### config.mk
export PLATFORM = sky130hd
export DESIGN_NAME = prog_loader
export DESIGN_NICKNAME = d
export VERILOG_FILES = /design/src/rtl/prog_loader.sv
export SDC_FILE = /design/constraint.sdc
export NUM_CORES = 1
export LEC_CHECK = 0
export CAP_MARGIN = 20
export CORE_MARGIN = 1.5
export CORE_UTILIZATION = 25
export CTS_CLUSTER_DIAMETER = 30
export CTS_CLUSTER_SIZE = 40
export DETAILED_ROUTE_END_ITERATION = 8
export PLACE_DENSITY = 0.43
export SYNTH_ARGS = -nofsm -noshare
export SYNTH_HDL_FRONTEND = slang
export SYNTH_SLANG_ARGS = --single-unit
### constraint.sdc
create_clock -name clk -period 5.5 [get_ports clk]
set_input_delay 0.825 -clock clk [delete_from_list [all_inputs] [get_ports clk]]
set_output_delay 0.825 -clock clk [all_outputs]
set_load 0.03 [all_outputs]
### src/rtl/prog_loader.sv
// Byte-stream program loader: parses {A5, N, N x {HI,LO}, XOR} frames, writes 13-bit
// instructions to instruction memory and holds the core in reset until a frame verifies.
module prog_loader #(
  parameter int ADDR_W      = 8,
  parameter int INST_W      = 13,
  parameter int TIMEOUT_CYC = 1_000_000
) (
  input  logic              clk,
  input  logic              rst,
  input  logic [7:0]        rx_data,
  input  logic              rx_valid,
  output logic              rx_ready,
  output logic              mem_we,
  output logic [ADDR_W-1:0] mem_addr,
  output logic [INST_W-1:0] mem_wdata,
  output logic              core_rst,
  output logic              load_done,
  output logic              load_err,
  output logic [ADDR_W:0]   inst_count
);

  localparam int         CW     = ADDR_W + 1;
  localparam logic [7:0] HEADER = 8'hA5;

  typedef enum logic [2:0] {
    S_IDLE, S_COUNT, S_HI, S_LO, S_CHK, S_DONE, S_ERR
  } state_t;

  state_t              r_state, w_state_next;
  logic                r_mem_we;
  logic [ADDR_W-1:0]   r_mem_addr;
  logic [INST_W-1:0]   r_mem_wdata;
  logic [CW-1:0]       r_count;
  logic [CW-1:0]       r_index;
  logic [CW-1:0]       r_inst_count;
  logic [4:0]          r_hi;
  logic [7:0]          r_xor;
  logic [31:0]         r_timer;

  logic                w_active;
  logic                w_expired;
  logic                w_write;
  logic [CW-1:0]       w_idx_next;

  assign w_active   = (r_state == S_COUNT) || (r_state == S_HI) ||
                      (r_state == S_LO)    || (r_state == S_CHK);
  assign w_expired  = w_active && (r_timer >= 32'(TIMEOUT_CYC));
  assign w_idx_next = r_index + CW'(1);

  // NOTE: synchronous reset lives inside the clocked block; sequential state uses <= only
  // so every register samples pre-edge values regardless of statement order.
  always_ff @(posedge clk) begin
    if (rst) r_state <= S_IDLE;
    else     r_state <= w_state_next;
  end

  // NOTE: defaults first so every path assigns every output; otherwise a latch is inferred.
  always_comb begin
    w_state_next = r_state;
    w_write      = 1'b0;
    if (rx_valid) begin
      case (r_state)
        S_IDLE, S_DONE, S_ERR:
          if (rx_data == HEADER) w_state_next = S_COUNT;
        S_COUNT: w_state_next = (rx_data == 8'h00) ? S_ERR : S_HI;
        S_HI:    w_state_next = (rx_data[7:5] != 3'b000) ? S_ERR : S_LO;
        S_LO: begin
          w_write      = 1'b1;
          w_state_next = (w_idx_next == r_count) ? S_CHK : S_HI;
        end
        S_CHK:   w_state_next = (rx_data == r_xor) ? S_DONE : S_ERR;
        default: w_state_next = S_IDLE;
      endcase
    end else if (w_expired) begin
      // an accepted byte on the expiry cycle takes priority over the timeout
      w_state_next = S_ERR;
    end
  end

  always_ff @(posedge clk) begin
    if (rst) begin
      r_mem_we     <= 1'b0;
      r_mem_addr   <= '0;
      r_mem_wdata  <= '0;
      r_count      <= '0;
      r_index      <= '0;
      r_inst_count <= '0;
      r_hi         <= '0;
      r_xor        <= '0;
      r_timer      <= '0;
    end else begin
      r_mem_we <= w_write;
      r_timer  <= (rx_valid || !w_active) ? 32'd0 : r_timer + 32'd1;
      if (rx_valid) begin
        case (r_state)
          S_IDLE, S_DONE, S_ERR:
            if (rx_data == HEADER) r_inst_count <= '0;
          S_COUNT: begin
            r_count <= CW'(rx_data);
            r_index <= '0;
            r_xor   <= rx_data;
          end
          S_HI: begin
            r_hi  <= rx_data[4:0];
            r_xor <= r_xor ^ rx_data;
          end
          S_LO: begin
            r_xor       <= r_xor ^ rx_data;
            r_mem_addr  <= r_index[ADDR_W-1:0];
            r_mem_wdata <= INST_W'({r_hi, rx_data});
            r_index     <= w_idx_next;
            if (r_inst_count < r_count) r_inst_count <= r_inst_count + CW'(1);
          end
          default: ;
        endcase
      end
    end
  end

  assign rx_ready   = 1'b1;
  assign mem_we     = r_mem_we;
  assign mem_addr   = r_mem_addr;
  assign mem_wdata  = r_mem_wdata;
  assign core_rst   = (r_state != S_DONE);
  assign load_done  = (r_state == S_DONE);
  assign load_err   = (r_state == S_ERR);
  assign inst_count = r_inst_count;

endmodule
==> run metrics <==
Synth Area in Compound Gates=11.1%; RePlAce Congestion=0.794; top-count cell post-synth=nand2_1; final cycle utilization of the critical path=56.2%; width of the die=140 µm; Fin Clk Skew=0.00814 ns; FFs w/ async S/R, synth=0%; top cells by count, synth=103 x nand2_1, 96 x dfxtp_1, 71 x nor2_1, 45 x a21oi_1, 32 x xor2_1; Post-Synth XOR/XNOR Area=11.2%; reg-to-reg slack, setup=2.70 ns; row count=50; CTS sink cnt=96; Vias/cell=4.69; Crit-path slowest cell=clkdlybuf4s50_1; Crit Path Max Fanout=7; cell family contributing the most delay on the critical path=compound AO/OA/AOI/OAI gates; Overflow after GRT=0; Hold Violations, Final=0; top post-synthesis cells by area=dfxtp_1 41%, nand2_1 8.2%, xor2_1 6.0%, nor2_1 5.7%, xnor2_1 5.2%; first-pass GRT wire length=20.1 mm; drt pass-1 iters=4; Setup WS pre-CTS=2.07 ns; endpoints failing setup=0; CTS clock-pin slew for the worst setup and hold paths=0.07 ns; area of the multi-input gates=0.00258 mm²; Final TNS setup=0 ns; n_diodes=0; post-route ant nets=0; final cell count without fillers=857; FMAX=0.323 GHz; CTS Root Cell=clkbuf_16; critical path arrival=3.38 ns; area of the die=0.0197 mm²; Initial Utilization=25.3%; hold buffer count at CTS=0; number of global-route vias before repair=3,942; GR Util All Layers=12.8%; post_cts resized=0; Layout area overhead=20.4%; startpoint types=input port; max incr delay on CP=0.65 ns; initial antenna violation count=0; min cycle time layout=3.09 ns; mux contribution to synthesized area=1.51%; IO Count=46; largest family of logic cells by synthesized area=simple AND/OR/NAND/NOR gates; fin. max-slew vios=0; largest net degree at the start of global routing=60; Chip Height=140 µm; Synth Warn #=0; CTS max path bufs=2; worst min path class=reg2reg; worst IR drop on VDD=0.146 mV; Required @ worst endpoint=5.78 ns; TritonCTS Buffers=9; unrepaired setup endpoints after global routing=false; Avg Cell Area, Syn=8.02 µm²; register area share after synthesis=40.8%; DR WL/cell=14.2 µm; Post-Synth Adder-Cell Area=2.92%; top_reg_cell synth=dfxtp_1; mapped cell area=0.00471 mm²; Sequential Area=0.00192 mm²; Simple-Gate Fraction of Synth Area=28.0%; leakage=1.88 nW; final setup margin=2.41 ns; Post-Synthesis Cells=587; share of layout cells above drive strength 1=4.82%; H-tree levels=3; Netlist cell types=50; FF+latch count, synth=96; Crit Path Class=in2reg; number of DRC markers in iteration 0=224; cell accounting for the most synthesized area=dfxtp_1; I/O Buffers=44; CTS tree=done; actual slew at the worst max-slew pin=1.04 ns; routed wire length=12.2 mm; post-CTS setup buffers=0; Placed Cells=840; vias after detailed routing=4,017; DR DRC count=0; Clk Latency, worst-skew pair=0.35 ns; pwr/cell area=288 mW/mm²; worst path bufs/invs=1; status=finished, final reports clean; Post-synth EDFFs=0; CP Capture Type=flop; number of max-cap violations=0; syn_nets=609; slew margin rel.=30.5%; Layout fillers=1,956; core area=0.0186 mm²; worst path cell trace=clkdlybuf4s50_1, and4b_4, a41oi_2, a211oi_2, o2111ai_2, or4_1, a21oi_1; Yosys top cell area share=40.8%; Final Net Count=640; final hold slack=0.454 ns; half-perimeter wire length after placement=8.67 mm
[metal layers]
metal | routed length [µm] | part of all wire, % | up-vias | track usage (%)
met5 | 0 | 0 | - | 0
li1 | - | - | 2061 | -
met1 | 6070 | 50 | 1890 | 17.1
met3 | 384 | 3.2 | 10 | 2.74
met4 | 140 | 1.2 | 0 | 4.32
met2 | 5570 | 46 | 56 | 20.5
[where the power goes]
group | internal [mW] | switching [mW]
Sequential | 0.725 | 0.0376
Clock | 0.358 | 0.298
Combinational | 0.0876 | 0.124
[layout by cell type (no fill, tap or decap), types with 2 or more instances in the layout]
| cell type | instances |
|---|---|
| or4_1 | 4 |
| inv_1 | 18 |
| xnor2_1 | 28 |
| or3_1 | 8 |
| xor2_1 | 32 |
| nand4_1 | 11 |
| nor3_1 | 8 |
| and2_1 | 2 |
| mux2i_1 | 6 |
| o31ai_1 | 2 |
| nand2b_1 | 3 |
| nor3b_1 | 3 |
| nor2b_1 | 3 |
| a311oi_1 | 2 |
| clkbuf_16 | 9 |
| nor4_1 | 8 |
| buf_4 | 2 |
| buf_16 | 2 |
| o21a_1 | 2 |
| nand2_1 | 103 |
| and3_1 | 16 |
| ha_1 | 11 |
| o31a_1 | 2 |
| a21oi_1 | 45 |
| o21ai_0 | 17 |
| clkinv_2 | 2 |
| inv_6 | 2 |
| and4_1 | 6 |
| clkdlybuf4s50_1 | 43 |
| a31oi_1 | 3 |
| nor2_1 | 71 |
| a211oi_1 | 3 |
| nand3_1 | 28 |
| dfxtp_1 | 96 |
[registers in the layout, indices dropped and copies added, names as in the netlist]
signal,flops
inst_count,9
mem_addr,8
mem_wdata,13
mem_we,1
r_count,8
r_hi,5
r_index,9
r_state,3
r_timer,32
r_xor,8
[final cells by class]
class | count | share of cell area [%]
inverter | 18 | 1.19
timing repair buffer | 48 | 8.91
multi-input combinational | 445 | 45.5
tap | 234 | 5.16
clock buffer | 9 | 3.97
sequential | 96 | 33.9
clock inverter | 7 | 1.35
[cell families after synthesis]
logic type               count (synthesis)
AND/OR/NAND/NOR                        280
flip-flops                              96
AO/OA/AOI/OAI                           86
XOR/XNOR                                60
buffers and inverters                   46
adder cells (fa/ha/maj)                 11
multiplexers                             7
other                                    1
[stage by stage]
stage               area (µm²)  power (mW)  util [%]
global placement          5310       0.982      28.6
CTS                       5640        1.65      30.4
finish                    5670        1.63      30.5
global route              5670        1.71      30.5
floorplan                 4710       0.929         -
detailed placement        5340       0.986      28.7
[tightest hold or removal path, cell delays in order, from the launching register on]
cell	delay (ns)
dfxtp_1	0.31
nand2_1	0.05
a21oi_1	0.05
[path summary, 6_finish.rpt]
| kind | from | endpoint | cells past startpoint |
|---|---|---|---|
| max | rx_data[2] | inst_count[7] | 7 |
| min | mem_addr[4] | mem_addr[4] | 2 |
| max reg2reg | r_count[3] | inst_count[7] | 8 |
| min reg2reg | mem_addr[4] | mem_addr[4] | 2 |
No activity file was read; power rests on OpenSTA's default activity.
==> RTL change: new RTL, config.mk and constraints unchanged <==
Set the parameter `ADDR_W` to 7 (it was 8).
--- a/src/rtl/prog_loader.sv
+++ b/src/rtl/prog_loader.sv
@@ -3,3 +3,3 @@
 module prog_loader #(
-  parameter int ADDR_W      = 8,
+  parameter int ADDR_W      = 7,
   parameter int INST_W      = 13,
Interface: changed (resized inst_count and mem_addr); port bits go from 46 to 44. No check against the original RTL was run, so the function may have changed too.
==> RTL change against the original RTL <==
- sequential cell count fell by 3
- setup slack better by 300 ps
- critical endpoint is now load_err
- area after synthesis shrank 2.3%
- total power down 5.6%
- routed wire length down 6.0%
- cell area down 3.4%
- utilization fell by 0.14 points
- worst hold slack about the same
- sequential power shrank 4.9%
==> RTL change: results (changes against the original RTL) <==
| Metric | Value |
|---|---|
| Run status | `completed` |
| CP max stage delay | `600 ps (-50 ps)` |
| Metal3 WL | `313 um (-18%)` |
| Synthesized Nets | `595 (-2.3%)` |
| Placer Congestion | `0.747 (-6.0%)` |
| Detailed-route wire length | `11400 um (-6.0%)` |
| Vias per cell | `4.66 (-0.50%)` |
| # port buffers | `42 (-4.5%)` |
| Final net count | `619 (-3.3%)` |
| # fillers | `1953 (-0.15%)` |
| Static Leak | `0.00178 uW (-5.7%)` |
| Synth unique cells | `57 (+14%)` |
| FFs w/ async S/R, synth | `0% (unchanged)` |
| Post-DP Area | `0.00518 mm^2 (-3.1%)` |
| Commonest cells post-synth | `nand2_1, dfxtp_1, nor2_1, a21oi_1, xnor2_1` |
| Routed metal-1 wirelength | `5590 um (-8.0%)` |
| Net Sw Frac | `26.4% (-1.8 points)` |
| First-pass GRT wire length | `18800 um (-6.5%)` |
| Pre-CTS setup slack | `2380 ps (+313 ps)` |
| HPWL after DPL | `8200 um (-5.4%)` |
| Layout cells sized above 1 | `4.49% (-0.32 points)` |
| Crit-path leading delay family | `buffers and inverters` |
| Main area contributors after synthesis | `dfxtp_1, nand2_1, xnor2_1` |
| Sequential-to-total area share from yosys stat | `40.5% (-0.34 points)` |
| Fin worst setup slack | `2710 ps (+305 ps)` |
| Clk sinks | `93 (-3.1%)` |
| Largest net degree at the start of global routing | `58 (-3.3%)` |
| Final Skew | `9.59 ps (+1.45 ps)` |
| WL met2 | `5400 um (-3.1%)` |
| Actual slew at the worst max-slew pin | `1090 ps (+48.6 ps)` |
[RTL change: power groups by stage]
| stage | registers, uW | clock network [uW] | logic, uW |
|---|---|---|---|
| 2_1_floorplan | 724 | 0 | 150 |
| 4_1_cts | 724 | 657 | 183 |
| 3_3_place_gp | 739 | 0 | 182 |
| 6_report | 725 | 634 | 180 |
| 5_1_grt | 728 | 682 | 203 |
| 3_5_place_dp | 740 | 0 | 182 |
[RTL change: layout make-up]
class | count | area [um^2] | area share [%]
multi-input cells | 435 | 2550 | 46.5
flip-flops and latches | 93 | 1860 | 34.0
inverters | 15 | 56.3 | 1.03
repair buffers | 43 | 423 | 7.72
well taps | 229 | 287 | 5.23
clock buffers | 10 | 239 | 4.36
clock inverters | 5 | 60.1 | 1.10
[RTL change: worst paths after layout]
check / from / depth (start not counted) / slack (ps) / end
min: mem_addr[2] / 2 / 450 / mem_addr[2]
min reg2reg: mem_addr[2] / 2 / 450 / mem_addr[2]
max: r_state[0] / 3 / 2710 / load_err
max reg2reg: r_state[1] / 5 / 2790 / r_index[6]
[RTL change: worst reg2reg max path: cells and delay by family, from the launching register on]
kind	cells	cell delay (ps)
flops	1	540
compound gates	2	530
simple gates	3	1540
[RTL change: metal layers]
metal  global-route usage [%]  vias up
met2                     19.7       50
met5                        0        -
met3                     3.04       10
met1                     15.8     1815
li1                         -     1996
met4                     3.56        0
[RTL change: cells by family after synthesis]
| logic type | count (synthesis) | share of synthesized area, % |
|---|---|---|
| and+or+nand+nor | 272 | 28.2 |
| AOI/OAI and AO/OA | 87 | 11.8 |
| other | 1 | 0.0815 |
| muxes | 8 | 1.77 |
| xor gates and xnor gates | 56 | 10.7 |
| adders and majority gates | 11 | 2.99 |
| buffers and inverters | 45 | 4.11 |
| DFF | 93 | 40.5 |
[RTL change: per-stage QoR]
| step | cells | util (%) |
|---|---|---|
| after detailed placement | 815 | 28.7 |
| after CTS | 830 | 30.4 |
| after global routing | 830 | 30.4 |
| after global placement | 815 | 28.7 |
| final | 830 | 30.4 |
| after floorplan | 573 | - |
